[src/rtl/rat_pkg.sv]
// Shared parameters, types and reset helpers for the register alias table
// and its physical-tag free list.
package rat_pkg;

  localparam int NUM_ARCH  = 10;
  localparam int TAG_W     = 5;
  localparam int NUM_PHYS  = 1 << TAG_W;
  localparam int DEST_W    = 4;
  localparam int CNT_W     = TAG_W + 1;
  localparam int FREE_INIT = NUM_PHYS - 1 - NUM_ARCH;

  typedef logic [TAG_W-1:0] tag_t;
  typedef logic [CNT_W-1:0] cnt_t;

  localparam tag_t TAG_NONE = '0;

  function automatic tag_t reset_alias(input int i);
    return tag_t'(i + 1);
  endfunction

endpackage

[src/rtl/rat_alias_table_tag_free_list.sv]
// Circular FIFO of free physical tags, preloaded at reset with the tags
// not aliased by any architectural register.
import rat_pkg::*;

module tag_free_list (
  input  logic clk,
  input  logic rst,
  input  logic pop,
  input  logic push,
  input  tag_t push_tag,
  output tag_t head_tag,
  output logic not_empty,
  output cnt_t count,
  output logic overflow
);

  tag_t mem [NUM_PHYS];
  tag_t head_q;
  tag_t tail_q;
  cnt_t cnt_q;
  logic ovf_q;

  logic do_pop;
  logic push_req;
  logic full;
  logic do_push;
  logic drop;

  assign full     = (cnt_q == cnt_t'(FREE_INIT));
  assign do_pop   = pop & (cnt_q != '0);
  assign push_req = push & (push_tag != TAG_NONE);
  assign do_push  = push_req & ~full;
  assign drop     = push_req & full;

  always_ff @(posedge clk) begin
    if (rst) begin
      for (int k = 0; k < NUM_PHYS; k++) begin
        mem[k] <= (k < FREE_INIT) ? tag_t'(k + NUM_ARCH + 1)
                                  : TAG_NONE;
      end
      head_q <= '0;
      tail_q <= tag_t'(FREE_INIT);
      cnt_q  <= cnt_t'(FREE_INIT);
      ovf_q  <= 1'b0;
    end else begin
      if (do_pop) head_q <= head_q + 1'b1;
      if (do_push) begin
        mem[tail_q] <= push_tag;
        tail_q      <= tail_q + 1'b1;
      end
      unique case ({do_push, do_pop})
        2'b10:   cnt_q <= cnt_q + 1'b1;
        2'b01:   cnt_q <= cnt_q - 1'b1;
        default: cnt_q <= cnt_q;
      endcase
      if (drop) ovf_q <= 1'b1;
    end
  end

  assign head_tag  = mem[head_q];
  assign not_empty = (cnt_q != '0);
  assign count     = cnt_q;
  assign overflow  = ovf_q;

endmodule

[src/rtl/rat_alias_table.sv]
// Register alias table with done bits feeding rename_decoder.
// Define RAT_WB_BYPASS_EN for same-cycle writeback wakeup on rat_done.
import rat_pkg::*;

module rat_alias_table (
  input  logic                      clk,
  input  logic                      rst,
  input  logic                      rename_valid,
  input  logic [DEST_W-1:0]         rename_dest,
  output logic                      rename_ready,
  output logic [TAG_W-1:0]          rename_tag,
  output logic [TAG_W-1:0]          rename_old_tag,
  input  logic                      wb_valid,
  input  logic [TAG_W-1:0]          wb_tag,
  input  logic                      ret_valid,
  input  logic [TAG_W-1:0]          ret_tag,
  output logic [NUM_ARCH-1:0]       rat_done,
  output logic [NUM_ARCH*TAG_W-1:0] rat_aliases,
  output logic [TAG_W:0]            free_count,
  output logic                      overflow_err
);

  localparam logic [DEST_W-1:0] DEST_LIM = DEST_W'(NUM_ARCH);

  tag_t                alias_q [NUM_ARCH];
  logic [NUM_ARCH-1:0] done_q;
  logic [NUM_ARCH-1:0] ren_hit;
  logic [NUM_ARCH-1:0] wb_hit;
  logic                fire;

  assign fire = rename_valid & rename_ready
              & (rename_dest < DEST_LIM);

  tag_free_list u_free (
    .clk       (clk),
    .rst       (rst),
    .pop       (fire),
    .push      (ret_valid),
    .push_tag  (ret_tag),
    .head_tag  (rename_tag),
    .not_empty (rename_ready),
    .count     (free_count),
    .overflow  (overflow_err)
  );

  always_comb begin
    rename_old_tag = TAG_NONE;
    rat_aliases    = '0;
    ren_hit        = '0;
    wb_hit         = '0;
    for (int i = 0; i < NUM_ARCH; i++) begin
      ren_hit[i] = fire & (rename_dest == DEST_W'(i));
      wb_hit[i]  = wb_valid & (wb_tag != TAG_NONE)
                 & (alias_q[i] == wb_tag);
      if (rename_dest == DEST_W'(i)) rename_old_tag = alias_q[i];
      rat_aliases[i*TAG_W +: TAG_W] = alias_q[i];
    end
  end

  // Rename beats writeback: the new alias has not been produced yet.
  always_ff @(posedge clk) begin
    if (rst) begin
      for (int i = 0; i < NUM_ARCH; i++) begin
        alias_q[i] <= reset_alias(i);
      end
      done_q <= '1;
    end else begin
      for (int i = 0; i < NUM_ARCH; i++) begin
        if (ren_hit[i]) begin
          alias_q[i] <= rename_tag;
          done_q[i]  <= 1'b0;
        end else if (wb_hit[i]) begin
          done_q[i]  <= 1'b1;
        end
      end
    end
  end

`ifdef RAT_WB_BYPASS_EN
  assign rat_done = done_q | (wb_hit & ~ren_hit);
`else
  assign rat_done = done_q;
`endif

endmodule

[config.mk]
export PLATFORM = sky130hd
export DESIGN_NAME = rat_alias_table
export DESIGN_NICKNAME = d
export VERILOG_FILES = /design/src/rtl/rat_pkg.sv /design/src/rtl/rat_alias_table_tag_free_list.sv /design/src/rtl/rat_alias_table.sv
export SDC_FILE = /design/constraint.sdc
export NUM_CORES = 1
export LEC_CHECK = 0
export ABC_AREA = 1
export CORE_AREA = 2 2 169 187
export DETAILED_ROUTE_END_ITERATION = 12
export DIE_AREA = 0 0 171 189
export MAX_ROUTING_LAYER = met4
export PLACE_DENSITY = 0.62
export RECOVER_POWER = 50
export SLEW_MARGIN = 5
export SYNTH_ARGS = -nofsm -noshare
export SYNTH_HDL_FRONTEND = slang
export SYNTH_SLANG_ARGS = --single-unit
export TNS_END_PERCENT = 1
[constraint.sdc]
create_clock -name clk -period 2.3 [get_ports clk]
set_input_delay 0.46 -clock clk [delete_from_list [all_inputs] [get_ports clk]]
set_output_delay 0.46 -clock clk [all_outputs]
set_load 0.01 [all_outputs]
==> results of run 1 <==
## Yosys cell counts (all sizes together)
cell / number
buf: 37
and2: 1
o21ai: 16
nand3: 134
inv: 98
o211ai: 1
clkinv: 2
a211oi: 5
nand4: 21
nor2: 207
a21boi: 1
a21oi: 24
xor2: 27
nor3: 14
nor3b: 1
or2: 6
nand2: 477
a41oi: 1
edfxtp: 210
dfxtp: 32
clkbuf: 25
ha: 8
xnor2: 20
## power by group
group	switching (mW)	internal (mW)
registers	0.152	4.98
clock network	1.76	2.97
logic	1.38	0.910
## layout make-up
type | instances | area, µm²
inverter | 100 | 385
sequential | 242 | 6950
timing repair buffer | 234 | 2130
fill | 2833 | 14800
clock buffer | 36 | 793
multi-input combinational | 964 | 4530
tap | 414 | 518
clock inverter | 12 | 193
## routing by layer
| layer | share of wire [%] | routed length (µm) | vias up | global-route usage, % |
|---|---|---|---|---|
| met5 | 0 | 0 | - | - |
| met2 | 48 | 16300 | 364 | 35.8 |
| met3 | 6.6 | 2240 | 87 | 3.20 |
| li1 | - | - | 4854 | - |
| met4 | 3.3 | 1110 | 0 | 7.82 |
| met1 | 42 | 14400 | 4686 | 26.8 |
## registers in the layout, indices dropped and copies added (netlist names), named ones only
signal           flops
alias_q             50
rat_done            10
u_free.count         6
u_free.head_q        5
u_free.mem         160
u_free.overflow      1
u_free.tail_q        5
## critical path: cells and delay by family (launching register included)
| family | cells | cell delay, ns |
|---|---|---|
| flops | 1 | 0.48 |
| simple gates | 8 | 0.62 |
| buf+inv | 3 | 0.41 |
## cells by family (layout without fill, tap and decap cells)
kind of cell,after synthesis,after routing,share of synthesized area (%)
adder cells (fa/ha/maj),8,8,0.832
XOR/XNOR,47,47,3.42
buffers and inverters,162,382,5.68
flip-flops,242,242,57.7
AND/OR/NAND/NOR,861,861,30.2
AO/OA/AOI/OAI,48,48,2.17
## worst min path at each step
stage	startpoint	to	slack, ns
after detailed placement	u_free.head_q[4]	u_free.head_q[4]	0.46
final	rst	u_free.tail_q[0]	0.40
after global placement	u_free.head_q[4]	u_free.head_q[4]	0.45
after global routing	rst	u_free.tail_q[2]	0.45
after floorplan	u_free.head_q[4]	flip-flop	0.44
after CTS	rst	u_free.tail_q[0]	0.42
## metrics by stage
step | power, mW | hold slack [ns] | util (%)
6_report | 12.2 | 0.404 | 51.1
3_3_place_gp | 7.44 | 0.452 | 47.3
3_5_place_dp | 7.47 | 0.459 | 47.3
5_1_grt | 12.6 | 0.450 | 51.1
4_1_cts | 12.3 | 0.418 | 51.3
2_1_floorplan | 6.45 | 0.436 | -
## repair_timing
action | in CTS | in global routing
pin swaps | 8 | 0
buffers inserted | 2 | 0
setup endpoints to repair | 10 | 23
cloned | 3 | 0
gates resized for setup | 92 | 12
==> results.md, run 1 <==
- Status: finished, violations left
- Failing checks: negative setup slack
- Largest net degree at the start of global routing: 33
- GRT Residual Overflow: 0
- Sequential share of the synthesized area: 57.7%
- Tmin final: 2.51 ns
- Crit share post-route: 109%
- Max Slew Vio Count: 0
- Dominant cells by area after synthesis: edfxtp_1, nand2_1, nor2_1
- Critical Path RT: 1.84 ns
- Yosys reg bits: 242
- Routed WL: 34000 µm
- Post-Syn Nets: 1395
- Mapped cell area: 12000 µm²
- Detailed Routing Iterations Pass 1: 6
- Critical path arrival: 2.05 ns
- Finished layout cell area: 15500 µm²
- Pwr Density: 784 nW/µm²
- Final hold vios: 0
- CP Cell Sequence: inv_8 > buf_12 > nand2_1 > nand3_1 > nand3_1 > nand2_1 > nand2_1 > nand2_1 > nand2_1 > nand2_2 > buf_2
- Setup ws final: -0.207 ns
- Crit-path max FO: 13
- Pre-CTS setup slack: -0.570 ns
- Non-filler instance count after layout: 2002
- Clk Latency, worst-skew pair: 0.55 ns
- Most frequent cells in the layout: nand2_1, edfxtp_1, nor2_1, nand3_1, buf_4
- # rows: 67
- Synth cell types: 36
- Kind of critical path: reg -> out
- Setup TNS: -2.64 ns
- Hold Crit Class: in -> reg
- DR DRC count: 0
- Worst R2R End: alias_q[6][4]
- Dpl hpwl: 23300 µm
- Final Skew: 0.0187 ns
- P_leak: 6.17 nW
- Placed cell areas: 14400 µm²
- H-tree lvl count: 1
- CP endpoint kind: output pin
- Crit path launch type: flip-flop
- Slew headroom: 49.1%
- Worst path slowest cell: dfxtp_4
- # port buffers: 96
- Commonest non-fill, non-tap cell in the layout: nand2_1
- Die X: 171 µm
- Vias/cell: 4.99
- Finish-stage setup viols: 28
- Cell count after synthesis: 1368
- Layout area overhead: 28.8%
- GRT Util Overall: 21.6%
- CTS root buffer: clkbuf_16
- Number of max-cap violations: 0
- Critical Path Most Common Cell: nand2_1
- Antenna violations before repair: 0
- FF-to-FF Start: u_free.count[3]
- Nets@finish: 1595
- CP endpoint: rename_tag[4]
- Leading area contributor after synthesis: edfxtp_1
- DP Cell Count: 1949
- GPL Wtd Cong: 0.907
- RSZ-0062 raised after global routing: yes
- Die height: 189 µm
- Warnings, synthesis: 0
- Vias in the first global route: 9908
- DRC marker count from the first detailed-route iteration: 814
- CTS Buf Count: 26
- Avg WL per Cell: 17.0 µm
- Starting Density: 39.6%
- Fmax: 399 MHz
- Reg clk slew, reported paths: 0.06 ns
- Die ar.: 32300 µm²
- IO Pins: 97
- Reg2Reg Depth: 9
- DRT antenna net count: 0
- R2R Setup Slk: -0.01 ns
- Share of cells above drive strength 1: 17.1%
- Worst VDD drop: 0.604 mV
- Worst-margin pin slew: 0.763 ns
- CTS tree: done
- First-pass GRT wire length: 52200 µm
- Core area: 30300 µm²
- Avg Inst Size Synth: 8.79 µm²
- CTS Buffer Depth: 3
- Post-synth top area share: 52.4%
- # diodes: 0
- Hold Path Depth: 3
- Max stage delay on crit path: 0.48 ns
- DR vias: 9991
- Cts hold-fix bufs: 0
- Clock Sinks: 242
Note: power is estimated with default switching activity, not from simulation.
==> inputs of run 2 (changes only) <==
--- a/config.mk
+++ b/config.mk
@@ -6,14 +6,15 @@
 export NUM_CORES = 1
 export LEC_CHECK = 0
 export ABC_AREA = 1
-export CORE_AREA = 2 2 169 187
+export CORE_AREA = 2 2 169 188
 export DETAILED_ROUTE_END_ITERATION = 12
-export DIE_AREA = 0 0 171 189
+export DIE_AREA = 0 0 171 190
 export MAX_ROUTING_LAYER = met4
 export PLACE_DENSITY = 0.62
 export RECOVER_POWER = 50
 export SLEW_MARGIN = 5
 export SYNTH_ARGS = -nofsm -noshare
 export SYNTH_HDL_FRONTEND = slang
+export SYNTH_HIERARCHICAL = 1
 export SYNTH_SLANG_ARGS = --single-unit
 export TNS_END_PERCENT = 1
==> run 2 against run 1 <==
The run still ends with negative setup slack left; worst hold slack worse by 0.15 ns; register-to-register slack got worse by 0.03 ns; critical endpoint is now rename_tag[3]; via count rose by 1.4%.
==> results.md, run 2 <==
- Crit path launch type: flip-flop
- Sequential share of the synthesized area: 57.4%
- Vias/cell: 5.08
- Max reg flops: 160
- Avg WL per Cell: 17.3 µm
- Synth cell types: 35
- Slew headroom: 53.6%
- # rows: 68
- DRC marker count from the first detailed-route iteration: 744
- M1 GR Usage: 26.3%
- Clk Latency, worst-skew pair: 0.56 ns
- Tmin final: 2.64 ns
- Mapped cell area: 12100 µm²
- Hold Crit Class: in -> reg
- Dpl hpwl: 24000 µm
- Crit share post-route: 115%
- Starting Density: 39.3%
- Most frequent cells in the layout: nand2_1, nor2_1, edfxtp_1, nand3_1, buf_4
- Routed WL: 34400 µm
- Commonest non-fill, non-tap cell in the layout: nand2_1
- Fmax: 379 MHz
- Kind of critical path: reg -> out
- Crit-path max FO: 20
- Busiest grt layer: met2
- CTS root buffer: clkbuf_16
- Critical Path RT: 1.84 ns
- Post-synth top area share: 52.1%
- Non-filler instance count after layout: 1995
- Finish-stage setup viols: 221
- Clock Sinks: 242
- CTS tree: done
- Status: finished, violations left
- GRT met2 Usage: 38.0%
- First-pass GRT wire length: 53200 µm
- CTS Buffer Depth: 3
- P_leak: 6.02 nW
- Post-synth top flop: edfxtp_1
- DRT antenna net count: 0
- Biggest register: u_free/mem
- Pwr Density: 766 nW/µm²
- EDFF count, synth: 210
- Critical path arrival: 2.18 ns
- GPL Wtd Cong: 0.911
- Warnings, synthesis: 6
- Final Skew: 0.0366 ns
- Antenna violations before repair: 0
- Avg Inst Size Synth: 8.92 µm²
- Worst VDD drop: 0.578 mV
- DR DRC count: 0
- # port buffers: 96
- Most instantiated cells after synthesis: nand2_1, edfxtp_1, nor2_1
- Worst-margin pin slew: 0.688 ns
- Detailed Routing Iterations Pass 1: 5
- Number of max-cap violations: 0
- CP endpoint kind: output pin
- Final hold vios: 0
- GRT Util Overall: 21.9%
- Failing checks: negative setup slack
- Leading area contributor after synthesis: edfxtp_1
- Most numerous cell in the Yosys netlist: nand2_1
- GR Util met3: 2.83%
- Largest net degree at the start of global routing: 33
- DR vias: 10133
- Share of cells above drive strength 1: 17.4%
- Die height: 190 µm
- Die ar.: 32500 µm²
- Die X: 171 µm
- Reg clk slew, reported paths: 0.06 ns
- Post-Syn Nets: 1384
- GRT Residual Overflow: 0
- Cell count after synthesis: 1357
- Dominant cells by area after synthesis: edfxtp_1, nand2_1, nor2_1
- RSZ-0062 raised after global routing: yes
- Max Slew Vio Count: 0
- Yosys reg bits: 242
- Pre-CTS setup slack: -0.625 ns
- Core area: 30800 µm²
- Nets@finish: 1582
- # diodes: 0
- CTS Buf Count: 26
- H-tree lvl count: 1
- Ys async rst share: 0%
- Setup ws final: -0.338 ns
- Vias in the first global route: 9901
- IO Pins: 97
- DP Cell Count: 1944
- Layout area overhead: 27.8%
[run 2: cell count changes after synthesis, sizes merged, moves of 2 or more]
| cell | change |
|---|---|
| a211oi | -5 |
| a21oi | +29 |
| buf | -16 |
| clkbuf | +16 |
| clkinv | +8 |
| inv | -23 |
| nand2 | -49 |
| nor2 | +22 |
| nor3 | +6 |
| o211ai | +2 |
| o31ai | +5 |
| or2 | -4 |
| xor2 | +3 |
[run 2: stage by stage]
step | total power [mW] | instance area (µm²) | hold WS (ns) | setup TNS (ns) | util, %
2_1_floorplan | 6.57 | 12200 | 0.459 | -0.131 | -
4_1_cts | 12.0 | 15500 | 0.271 | -1.76 | 50.4
3_3_place_gp | 7.63 | 14500 | 0.480 | -86.08 | 47.1
6_report | 11.8 | 15500 | 0.251 | -22.18 | 50.2
3_5_place_dp | 7.67 | 14500 | 0.498 | -95.32 | 47.1
5_1_grt | 12.4 | 15500 | 0.260 | -62.39 | 50.2
[run 2: power by group]
| group | internal, mW | switching (mW) |
|---|---|---|
| Sequential | 5.00 | 0.163 |
| Combinational | 0.944 | 1.47 |
| Clock | 2.50 | 1.77 |
[run 2: worst paths after layout]
| path | start | endpoint | slack (ns) | cells after the start |
|---|---|---|---|---|
| max | flip-flop | rename_tag[3] | -0.34 | 12 |
| min | rst | u_free/overflow | 0.25 | 2 |
| max reg2reg | u_free/count[5] | u_free/count[4] | -0.04 | 18 |
| min reg2reg | rat_done[8] | rat_done[8] | 0.50 | 2 |
[run 2: cell type report]
class	count	area [µm²]
clock inverters	13	168
multi-input cells	968	4580
repair buffers	232	2150
fillers	2894	15300
inverters	85	334
clock buffers	35	734
flip-flops and latches	242	6970
well taps	420	526
[run 2: layer usage]
metal  wire (µm)  up-vias
met1       14200     4827
met5           0        -
met3        2120       80
met2       17000      344
li1            -     4882
met4        1080        0
[run 2: cells by family (layout without fill, tap and decap cells)]
kind of cell	after synthesis	in the layout	share of synthesized area, %
xor gates and xnor gates	50	50	3.62
DFF	242	242	57.4
and+or+nand+nor	833	833	29.7
buffers and inverters	147	365	5.07
AOI/OAI and AO/OA	77	77	3.40
adders and majority gates	8	8	0.827
[run 2: critical path, stage by stage (launching register included)]
cell     delay, ns
dfxtp_4       0.46
inv_8         0.08
buf_12        0.16
nand2_1       0.06
nand3_1       0.13
nand3_2       0.12
nand2_2       0.07
nand2_1       0.06
nand2_1       0.05
nor2_1        0.12
a21oi_1       0.06
buf_4         0.16
buf_2         0.14
[run 2: timing repair]
action | 4_1_cts | 5_1_grt
setup buffers | 2 | 1
hold buffers | 0 | 0
pin swaps | 7 | 10
setup endpoints to repair | 11 | 14
cloned | 2 | 0
gates resized for setup | 65 | 28
endpoints found under the hold margin | 0 | 0
==> inputs of run 3 (changes only) <==
--- a/config.mk
+++ b/config.mk
@@ -5,10 +5,9 @@
 export SDC_FILE = /design/constraint.sdc
 export NUM_CORES = 1
 export LEC_CHECK = 0
-export ABC_AREA = 1
-export CORE_AREA = 2 2 169 188
+export CORE_AREA = 2 2 172 191
 export DETAILED_ROUTE_END_ITERATION = 12
-export DIE_AREA = 0 0 171 190
+export DIE_AREA = 0 0 174 193
 export MAX_ROUTING_LAYER = met4
 export PLACE_DENSITY = 0.62
 export RECOVER_POWER = 50
==> run 3 against run 2 <==
The flow still finishes with violations (negative setup slack); cell count down 14%; critical path depth down 4; via count fell by 12%; global-route usage shrank 1.6 points; synthesized cell count down 24%; sequential power fell by 1%; combinational power rose by 12%; synthesized area increased by 3.0%; clock skew shrank 0.0041 ns; register-to-register slack got worse by 0.62 ns; total power rose by 5.0%; sequential cell count is the same; largest cell class unchanged; highest routed layer unchanged.
==> results.md, run 3 <==
- Max stage delay on crit path: 0.53 ns
- P_leak: 5.66 nW
- DRC marker count from the first detailed-route iteration: 620
- Critical path arrival: 2.63 ns
- # diodes: 0
- Tmin final: 3.09 ns
- Status: finished, violations left
- Reg power frac: 41.0%
- Mapped cell area: 12500 µm²
- Logic pwr share: 21.7%
- Non-filler instance count after layout: 1721
- DRT antenna net count: 0
- Crit path launch type: flip-flop
- Antenna violations before repair: 0
- Fillers: 2885
- CTS Buf Count: 27
- Commonest non-fill, non-tap cell in the layout: edfxtp_1
- GPL Wtd Cong: 0.934
- Most instantiated cells after synthesis: edfxtp_1, and2_1, nand2b_1
- CTS tree: done
- Crit share post-route: 134%
- DP Cell Count: 1667
- Dominant cells by area after synthesis: edfxtp_1, and2_1, dfxtp_1
- Post-Syn Nets: 1059
- Vias/cell: 5.21
- Ys async rst share: 0%
- Fmax: 324 MHz
- Delay-heaviest family, CP: buffers and inverters
- CP Cell Sequence: buf_12 > mux4_2 > a22o_1 > a221oi_2 > buf_4 > nand3_2 > buf_6 > buf_6
- IO Pins: 97
- Vias in the first global route: 9080
- Max Slew Vio Count: 0
- Clock Sinks: 242
- Finish-stage setup viols: 232
- Buf/Inv on CP: 4
- Routed WL: 33700 µm
- Setup TNS: -46.02 ns
- CTS Buffer Depth: 3
- Cts hold-fix bufs: 0
- Cell count after synthesis: 1032
- Avg WL per Cell: 19.6 µm
- First-pass GRT wire length: 51200 µm
- Share of cells above drive strength 1: 26.1%
- Critical Path Most Common Cell: buf_6
- DR DRC count: 0
- Max reg flops: 160
- Kind of critical path: reg -> out
- Largest net degree at the start of global routing: 37
- Yosys reg bits: 242
- Die X: 174 µm
- Core area: 31800 µm²
- CTS root buffer: clkbuf_16
- GRT Residual Overflow: 0
- Post-synth top flop: edfxtp_1
- EDFF count, synth: 210
- Layout Utilization: 51.4%
- Sequential standard cell area: 6950 µm²
- Die height: 193 µm
- Worst path slowest cell: mux4_2
- Slew headroom: 51.0%
- Number of max-cap violations: 0
- Reg clk slew, reported paths: 0.06 ns
- Final Skew: 0.0326 ns
- Detailed Routing Iterations Pass 1: 5
- Warnings, synthesis: 6
- Multi-input gate area: 5410 µm²
- Leading area contributor after synthesis: edfxtp_1
- Synth cell types: 66
- GRT Util Overall: 20.4%
- Sequential share of the synthesized area: 55.7%
- Dpl hpwl: 23800 µm
- Crit-path max FO: 6
- DR vias: 8962
- H-tree lvl count: 1
- Net Sw Frac: 27.7%
- Power Internal: 8.99 mW
- Clk pwr share: 37.3%
- Avg Inst Size Synth: 12.1 µm²
- Post-synth top area share: 50.6%
- Die ar.: 33600 µm²
- # rows: 69
- # port buffers: 96
- Setup ws final: -0.786 ns
- Pwr Density: 761 nW/µm²
- Most numerous cell in the Yosys netlist: edfxtp_1
- Layout area overhead: 31.1%
- Hold Crit Class: in -> reg
- Failing checks: negative setup slack
- Starting Density: 39.2%
- Most frequent cells in the layout: edfxtp_1, buf_4, and2_1, nand2b_1, mux2i_1
- Critical Path RT: 1.84 ns
- Final hold vios: 0
- Biggest register: u_free/mem
- CP endpoint kind: output pin
- RSZ-0062 raised after global routing: yes
- Switching pwr: 3.44 mW
- Nets@finish: 1301
- Worst-margin pin slew: 0.727 ns
- Worst VDD drop: 0.456 mV
- Clk Latency, worst-skew pair: 0.54 ns
-- run 3: changes by cell type after synthesis, moves of 20 or more --
cell / before / now
and2_1: 0 / 123
nor2_1: 209 / 46
mux2i_1: 0 / 60
a21oi_1: 52 / 30
mux4_2: 0 / 20
nand2_1: 414 / 31
or3_1: 0 / 24
inv_1: 54 / 9
nand3_1: 131 / 27
nand2b_1: 0 / 70
-- run 3: power by group through the flow --
stage	combinational, mW	clock (mW)	sequential (mW)
after floorplan	1.56	0	5.21
after global placement	2.70	0	5.19
after detailed placement	2.73	0	5.20
after CTS	2.81	4.71	5.11
after global routing	2.90	4.88	5.12
final	2.69	4.64	5.10
-- run 3: area by class of cell --
cell class                      instances  share of cell area (%)
Sequential cell                       242                    42.6
Multi-Input combinational cell        709                    33.1
Timing Repair Buffer                  285                    14.9
Clock buffer                           31                    4.23
Tap cell                              426                    3.26
Clock inverter                         19                    1.66
Inverter                                9                   0.207
-- run 3: routing by layer --
layer	track usage, %	part of all wire, %
met5	-	0
met4	6.30	2.6
met3	2.96	5.4
met2	35.5	51
met1	24.6	41
-- run 3: worst min-delay path: cells and delay by family --
family | cells | cell delay (ns)
simple gates | 1 | 0.06
buf+inv | 3 | 0.32
-- run 3: cell families after synthesis --
| logic type | synth area share (%) |
|---|---|
| flops | 55.7 |
| buf+inv | 2.95 |
| compound gates | 6.11 |
| fa+ha+maj | 0.803 |
| mux | 8.61 |
| xor+xnor | 3.93 |
| simple gates | 21.9 |
-- run 3: what timing repair did --
item                                    in CTS  in global routing
endpoints found under the setup margin      71                 81
gates cloned                                 1                  0
buffers inserted                             2                  2
gates resized for setup                     87                 44
pin swaps                                   17                 14
-- run 3: worst paths after layout --
path / from / end / slack, ns / depth (start not counted)
max: flip-flop / rename_tag[2] / -0.79 / 8
min: rst / u_free/count[0] / 0.33 / 4
max reg2reg: u_free/count[1] / u_free/count[5] / -0.66 / 13
min reg2reg: u_free/overflow / u_free/overflow / 0.50 / 2
-- run 3: metrics by stage --
| step | instance area [µm²] | hold WS [ns] | worst slack [ns] | power (mW) |
|---|---|---|---|---|
| 2_1_floorplan | 12600 | 0.453 | -0.618 | 6.77 |
| 3_3_place_gp | 15100 | 0.472 | -0.767 | 7.89 |
| 3_5_place_dp | 15100 | 0.475 | -0.806 | 7.92 |
| 4_1_cts | 16300 | 0.320 | -0.809 | 12.6 |
| 5_1_grt | 16300 | 0.338 | -0.866 | 12.9 |
| 6_report | 16300 | 0.333 | -0.786 | 12.4 |
